### config.mk
export PLATFORM = sky130hd
export DESIGN_NAME = sap1_seg7_display
export DESIGN_NICKNAME = d
export VERILOG_FILES = /design/src/rtl/sap1_seg7_display.sv
export SDC_FILE = /design/constraint.sdc
export NUM_CORES = 1
export LEC_CHECK = 0
export CAP_MARGIN = 20
export CORE_MARGIN = 1
export CORE_UTILIZATION = 59
export CTS_CLUSTER_SIZE = 25
export DETAILED_ROUTE_END_ITERATION = 6
export HOLD_SLACK_MARGIN = 0.12
export MAX_ROUTING_LAYER = met4
export PLACE_DENSITY = 0.79
export SYNTH_ARGS = -nofsm -noshare
export SYNTH_HDL_FRONTEND = slang
export SYNTH_SLANG_ARGS = --single-unit
### constraint.sdc
create_clock -name clk -period 2.6 [get_ports clk]
set_input_delay 0.52 -clock clk [delete_from_list [all_inputs] [get_ports clk]]
set_output_delay 0.52 -clock clk [all_outputs]
set_load 0.01 [all_outputs]
### src/rtl/sap1_seg7_display.sv
// SAP-1 output register to Basys3 4-digit seven-segment display, hex or decimal.
// Optional macro SAP1_SEG7_HEX_DP_EN lights the dp on digit 1 in hex mode.
module sap1_seg7_display #(
    parameter int unsigned REFRESH_DIV = 100000,
    parameter int unsigned SCAN_W      = 17
) (
    input  logic       clk,
    input  logic       clr,
    input  logic [7:0] value,
    input  logic       dec_mode,
    output logic [6:0] seg,
    output logic       dp,
    output logic [3:0] an,
    output logic       busy
);

    localparam logic [SCAN_W-1:0] TERM = SCAN_W'(REFRESH_DIV - 1);
    localparam logic [6:0]        BLANK = 7'h7F;

    typedef enum logic [1:0] {IDLE, LOAD, SHIFT, COMMIT} state_t;

    state_t            state, state_nx;
    logic [7:0]        shadow_val, last_val;
    logic              shadow_dec, last_dec, valid;
    logic [19:0]       dd;
    logic [2:0]        shift_cnt;
    logic [3:0][3:0]   digit;
    logic [3:0]        blank;
    logic              disp_dec;
    logic [SCAN_W-1:0] presc;
    logic [1:0]        idx;

    function automatic logic [6:0] glyph(input logic [3:0] d);
        case (d)
            4'h0: glyph = 7'b1000000;
            4'h1: glyph = 7'b1111001;
            4'h2: glyph = 7'b0100100;
            4'h3: glyph = 7'b0110000;
            4'h4: glyph = 7'b0011001;
            4'h5: glyph = 7'b0010010;
            4'h6: glyph = 7'b0000010;
            4'h7: glyph = 7'b1111000;
            4'h8: glyph = 7'b0000000;
            4'h9: glyph = 7'b0010000;
            4'hA: glyph = 7'b0001000;
            4'hB: glyph = 7'b0000011;
            4'hC: glyph = 7'b1000110;
            4'hD: glyph = 7'b0100001;
            4'hE: glyph = 7'b0000110;
            default: glyph = 7'b0001110;
        endcase
    endfunction

    // One double-dabble step: adjust BCD nibbles >= 5, then shift left.
    function automatic logic [19:0] dabble(input logic [19:0] x);
        logic [19:0] y;
        y = x;
        for (int n = 0; n < 3; n++) begin
            if (y[8+4*n +: 4] >= 4'd5)
                y[8+4*n +: 4] = y[8+4*n +: 4] + 4'd3;
        end
        dabble = {y[18:0], 1'b0};
    endfunction

    always_comb begin
        state_nx = state;
        case (state)
            IDLE:    if (!valid || value != last_val || dec_mode != last_dec)
                         state_nx = LOAD;
            LOAD:    state_nx = SHIFT;
            SHIFT:   if (shift_cnt == 3'd7) state_nx = COMMIT;
            default: state_nx = IDLE;
        endcase
    end

    always_ff @(posedge clk) begin
        if (clr) begin
            state <= IDLE;
            busy  <= 1'b0;
        end else begin
            state <= state_nx;
            busy  <= (state_nx == LOAD) || (state_nx == SHIFT);
        end
    end

    // Conversion datapath; digit registers change only in COMMIT.
    always_ff @(posedge clk) begin
        if (clr) begin
            valid      <= 1'b0;
            last_val   <= 8'd0;
            last_dec   <= 1'b0;
            shadow_val <= 8'd0;
            shadow_dec <= 1'b0;
            dd         <= 20'd0;
            shift_cnt  <= 3'd0;
            digit      <= '0;
            blank      <= 4'hF;
            disp_dec   <= 1'b0;
        end else begin
            case (state)
                LOAD: begin
                    shadow_val <= value;
                    shadow_dec <= dec_mode;
                    dd         <= {12'd0, value};
                    shift_cnt  <= 3'd0;
                end
                SHIFT: begin
                    dd        <= dabble(dd);
                    shift_cnt <= shift_cnt + 3'd1;
                end
                COMMIT: begin
                    valid    <= 1'b1;
                    last_val <= shadow_val;
                    last_dec <= shadow_dec;
                    disp_dec <= shadow_dec;
                    if (shadow_dec) begin
                        digit <= {4'd0, dd[19:16], dd[15:12], dd[11:8]};
                        blank <= {1'b1, dd[19:16] == 4'd0,
                                  dd[19:16] == 4'd0 && dd[15:12] == 4'd0, 1'b0};
                    end else begin
                        digit <= {8'd0, shadow_val};
                        blank <= 4'b1100;
                    end
                end
                default: ;
            endcase
        end
    end

    // Scan: an/seg latch the current slot at terminal count, then the index advances.
    always_ff @(posedge clk) begin
        if (clr) begin
            presc <= '0;
            idx   <= 2'd0;
            an    <= 4'hF;
            seg   <= BLANK;
        end else if (presc == TERM) begin
            presc <= '0;
            idx   <= idx + 2'd1;
            an    <= ~(4'b0001 << idx);
            seg   <= blank[idx] ? BLANK : glyph(digit[idx]);
        end else begin
            presc <= presc + SCAN_W'(1);
        end
    end

`ifdef SAP1_SEG7_HEX_DP_EN
    always_ff @(posedge clk) begin
        if (clr)
            dp <= 1'b1;
        else if (presc == TERM)
            dp <= !(!disp_dec && idx == 2'd1);
    end
`else
    assign dp = 1'b1;
`endif

endmodule

==> results.py <==
metrics = {
    "status": {
        "outcome": "finished clean",
    },
    "cells_and_area": {
        "final_core_util": 0.689,
        "nets": 513,
        "fillers": 579,
        "syn2layout_area_growth_pct": 11.8,
        "drive_gt1_frac": 0.0704,
        "n_antenna_cell": 0,
        "final_area_um2": 4730,
    },
    "place": {
        "placed_cell_area_um2": 4530,
        "place_hpwl_mm": 5.76,
        "io_buffers": 22,
        "gp_congestion": 0.833,
    },
    "timing": {
        "whs_ns": 0.466,
        "setup_tns_ns": 0,
        "period_needed_ns": 2.31,
        "fin_crit_sh": 0.887,
        "clock_skew_ns": 0.0144,
        "fmax_mhz": 433,
        "tightest_slew_ns": 1.11,
        "final-hold-violation-count": 0,
        "setup_viol": 0,
        "report.final.slew_viol_count": 0,
        "rsz0062_at_grt": "false",
        "slew_headroom": 0.257,
    },
    "global_route": {
        "use_met2": 0.423,
        "overflow": 0,
        "grt_pass1_wl_mm": 14.3,
        "grt_use_met1": 0.298,
        "use_met3": 0.0371,
        "grtUsageTotal": 0.247,
        "antenna_found_initial": 0,
        "busiest_layer": "met2",
        "grt_max_degree": 65,
        "grt_pass1_vias": 3123,
    },
    "floorplanning": {
        "start_util": 0.617,
        "num_rows": 30,
        "fp.dieH_um": 86.7,
        "dieArea_um2": 7520,
        "io_pins": 24,
        "core_um2": 6870,
        "die_x_um": 86.7,
    },
    "setup_path": {
        "slowest_stage": "o2bb2ai_1",
        "worst-endpoint-required_ns": 2.84,
        "worstPathArrival_ns": 2.55,
        "crit_family": "compound AO/OA/AOI/OAI gates",
        "cp_max_fo": 11,
        "start_kind": "register",
        "crit_top_cell": "mux2i_1",
        "crit_path_end_kind": "register",
        "crit_chain": "mux2i_1 > o2bb2ai_1 > mux2i_1 > nor2_1 > o32a_1",
        "worstSetupPathType": "register to register",
        "crit_buf_inv": 0,
        "slowest_delay_ns": 0.89,
    },
    "route": {
        "viasPerCell": 5.56,
        "drtIter0Drc": 109,
        "vias": 3218,
        "route.antenna.remaining_nets": 0,
        "dr.pass1.iters": 4,
        "drc_errors": 0,
        "wl_per_cell_um": 14.1,
        "wl_mm": 8.16,
    },
    "clock_tree": {
        "cts_htree_levels": 3,
        "clkLatencyLatePin_ns": 0.35,
        "numCtsBuffers": 9,
        "cts-root-buf": "clkbuf_8",
        "cts_sinks": 90,
        "clkTransAtPathRegs_ns": 0.09,
        "cts_setup_buffers": 0,
        "cts_tree": "yes",
        "cts_buffer_depth": 2,
        "hold_buffers": 0,
        "cts.repair.resized": 0,
    },
    "pwr": {
        "p_int_mw": 2.42,
        "p_switching_mw": 1.22,
        "power_mw": 3.64,
        "power.leakage_nw": 1.73,
        "ir_drop_mv": 0.927,
        "p_per_area_nw_per_um2": 770,
        "combPwrFrac": 0.283,
        "sequentialPowerShare": 0.451,
        "pwr-share-clk": 0.266,
        "switching_share": 0.335,
    },
    "synthesis": {
        "syn_inst": 460,
        "ys_seq_area_frac": 0.425,
        "async_reset_ff_frac": 0,
        "synth_enable_flop_cells": 0,
        "synth_ff_type": "dfxtp_1",
        "synth.most_common_cell": "dfxtp_1",
        "ys_warn_count": 0,
        "ys_seq_elements": 90,
        "synth_common_cells": "90 x dfxtp_1, 79 x nor2_1, 45 x mux2i_1, 24 x ha_1, 22 x nand2_1",
        "synth_top_area_frac": 0.425,
        "syn_avg_cell_area_um2": 9.21,
        "synth_fp_nets": 495,
        "synth_top_cell_by_area": "dfxtp_1",
        "synthesis.area_um2": 4240,
        "synth_area_leaders": "dfxtp_1 43%, mux2i_1 11%, ha_1 7.1%",
        "netlist-cell-type-count": 48,
    },
    "hold_path": {
        "hold_path_class": "register to register",
    },
    "job": {
        "cap_violations": 0,
    },
}
-- worst register-to-register path, cell delays in order (launching register included) --
cell	delay (ns)
dfxtp_1	0.49
mux2i_1	0.13
o2bb2ai_1	0.89
mux2i_1	0.29
nor2_1	0.06
o32a_1	0.35
-- placed cells by master, fill, tap and decap left out, drive strengths merged, types with 2 or more instances in the layout --
cell	instances
nand3	16
o22a	2
o31ai	4
nor3b	2
clkinvlp	2
nand2	22
a211oi	15
mux2i	45
xnor2	14
inv	19
a21oi	17
o21ai	5
a22oi	8
xor2	16
nor4b	2
o32a	4
or2	3
clkinv	3
nand4	2
clkbuf	10
a2bb2oi	5
nor4	6
nor2	79
dfxtp	90
buf	12
nor3	5
a32oi	4
a21o	2
ha	24
o211ai	2
clkdlybuf4s50	21
and3	3
o2bb2ai	3
nand2b	5
-- cell type report --
class	count	area, um^2	share of cell area
Tap cell	96	120	0.0254
Sequential cell	90	1800	0.381
Clock buffer	10	138	0.0291
Clock inverter	6	63.8	0.0135
Multi-Input combinational cell	325	2240	0.473
Inverter	19	71.3	0.0151
Timing Repair Buffer	33	298	0.0629
-- power groups by stage --
stage                     registers, mW  logic [mW]  clock network, mW
after floorplan                    1.63       0.829                  0
after global placement             1.67        1.01                  0
after detailed placement           1.68        1.03                  0
after CTS                          1.64        1.03              0.990
after global routing               1.67        1.14               1.05
final                              1.64        1.03              0.968
-- path summary, 6_finish.rpt --
check | cells past startpoint | to | from | slack (ns)
max | 5 | seg[3] | idx[0] | 0.29
min | 2 | digit[8] | digit[8] | 0.47
min reg2reg | 2 | digit[8] | digit[8] | 0.47
max reg2reg | 5 | seg[3] | idx[0] | 0.29
-- layer usage --
metal  share of wire  wire length [um]  up-vias
met4           0.015               125        0
li1                -                 -     1632
met2            0.50              4050       47
met5               0                 0        -
met3           0.024               200       10
met1            0.46              3790     1529
-- logic make-up after synthesis --
group           after synthesis  synth area share
mux                          45             0.106
other cells                   1          0.000885
fa+ha+maj                    24            0.0709
buf+inv                      45            0.0455
flops                        90             0.425
compound gates               75             0.126
simple gates                150             0.162
xor+xnor                     30            0.0620
-- flip-flops by register name (all words and copies together) (netlist names) --
register    count
last_val        8
shadow_val      8
busy            1
dd             20
blank           3
seg             7
valid           1
idx             2
state           2
digit          12
an              4
presc          17
shadow_dec      1
shift_cnt       3
last_dec        1
-- through the flow --
step,setup slack [ns],instances
5_1_grt,0.0220,579
3_5_place_dp,0.310,563
3_3_place_gp,0.340,563
2_1_floorplan,0.433,460
4_1_cts,0.294,579
6_report,0.293,579
Note: power is estimated with default switching activity, not from simulation.
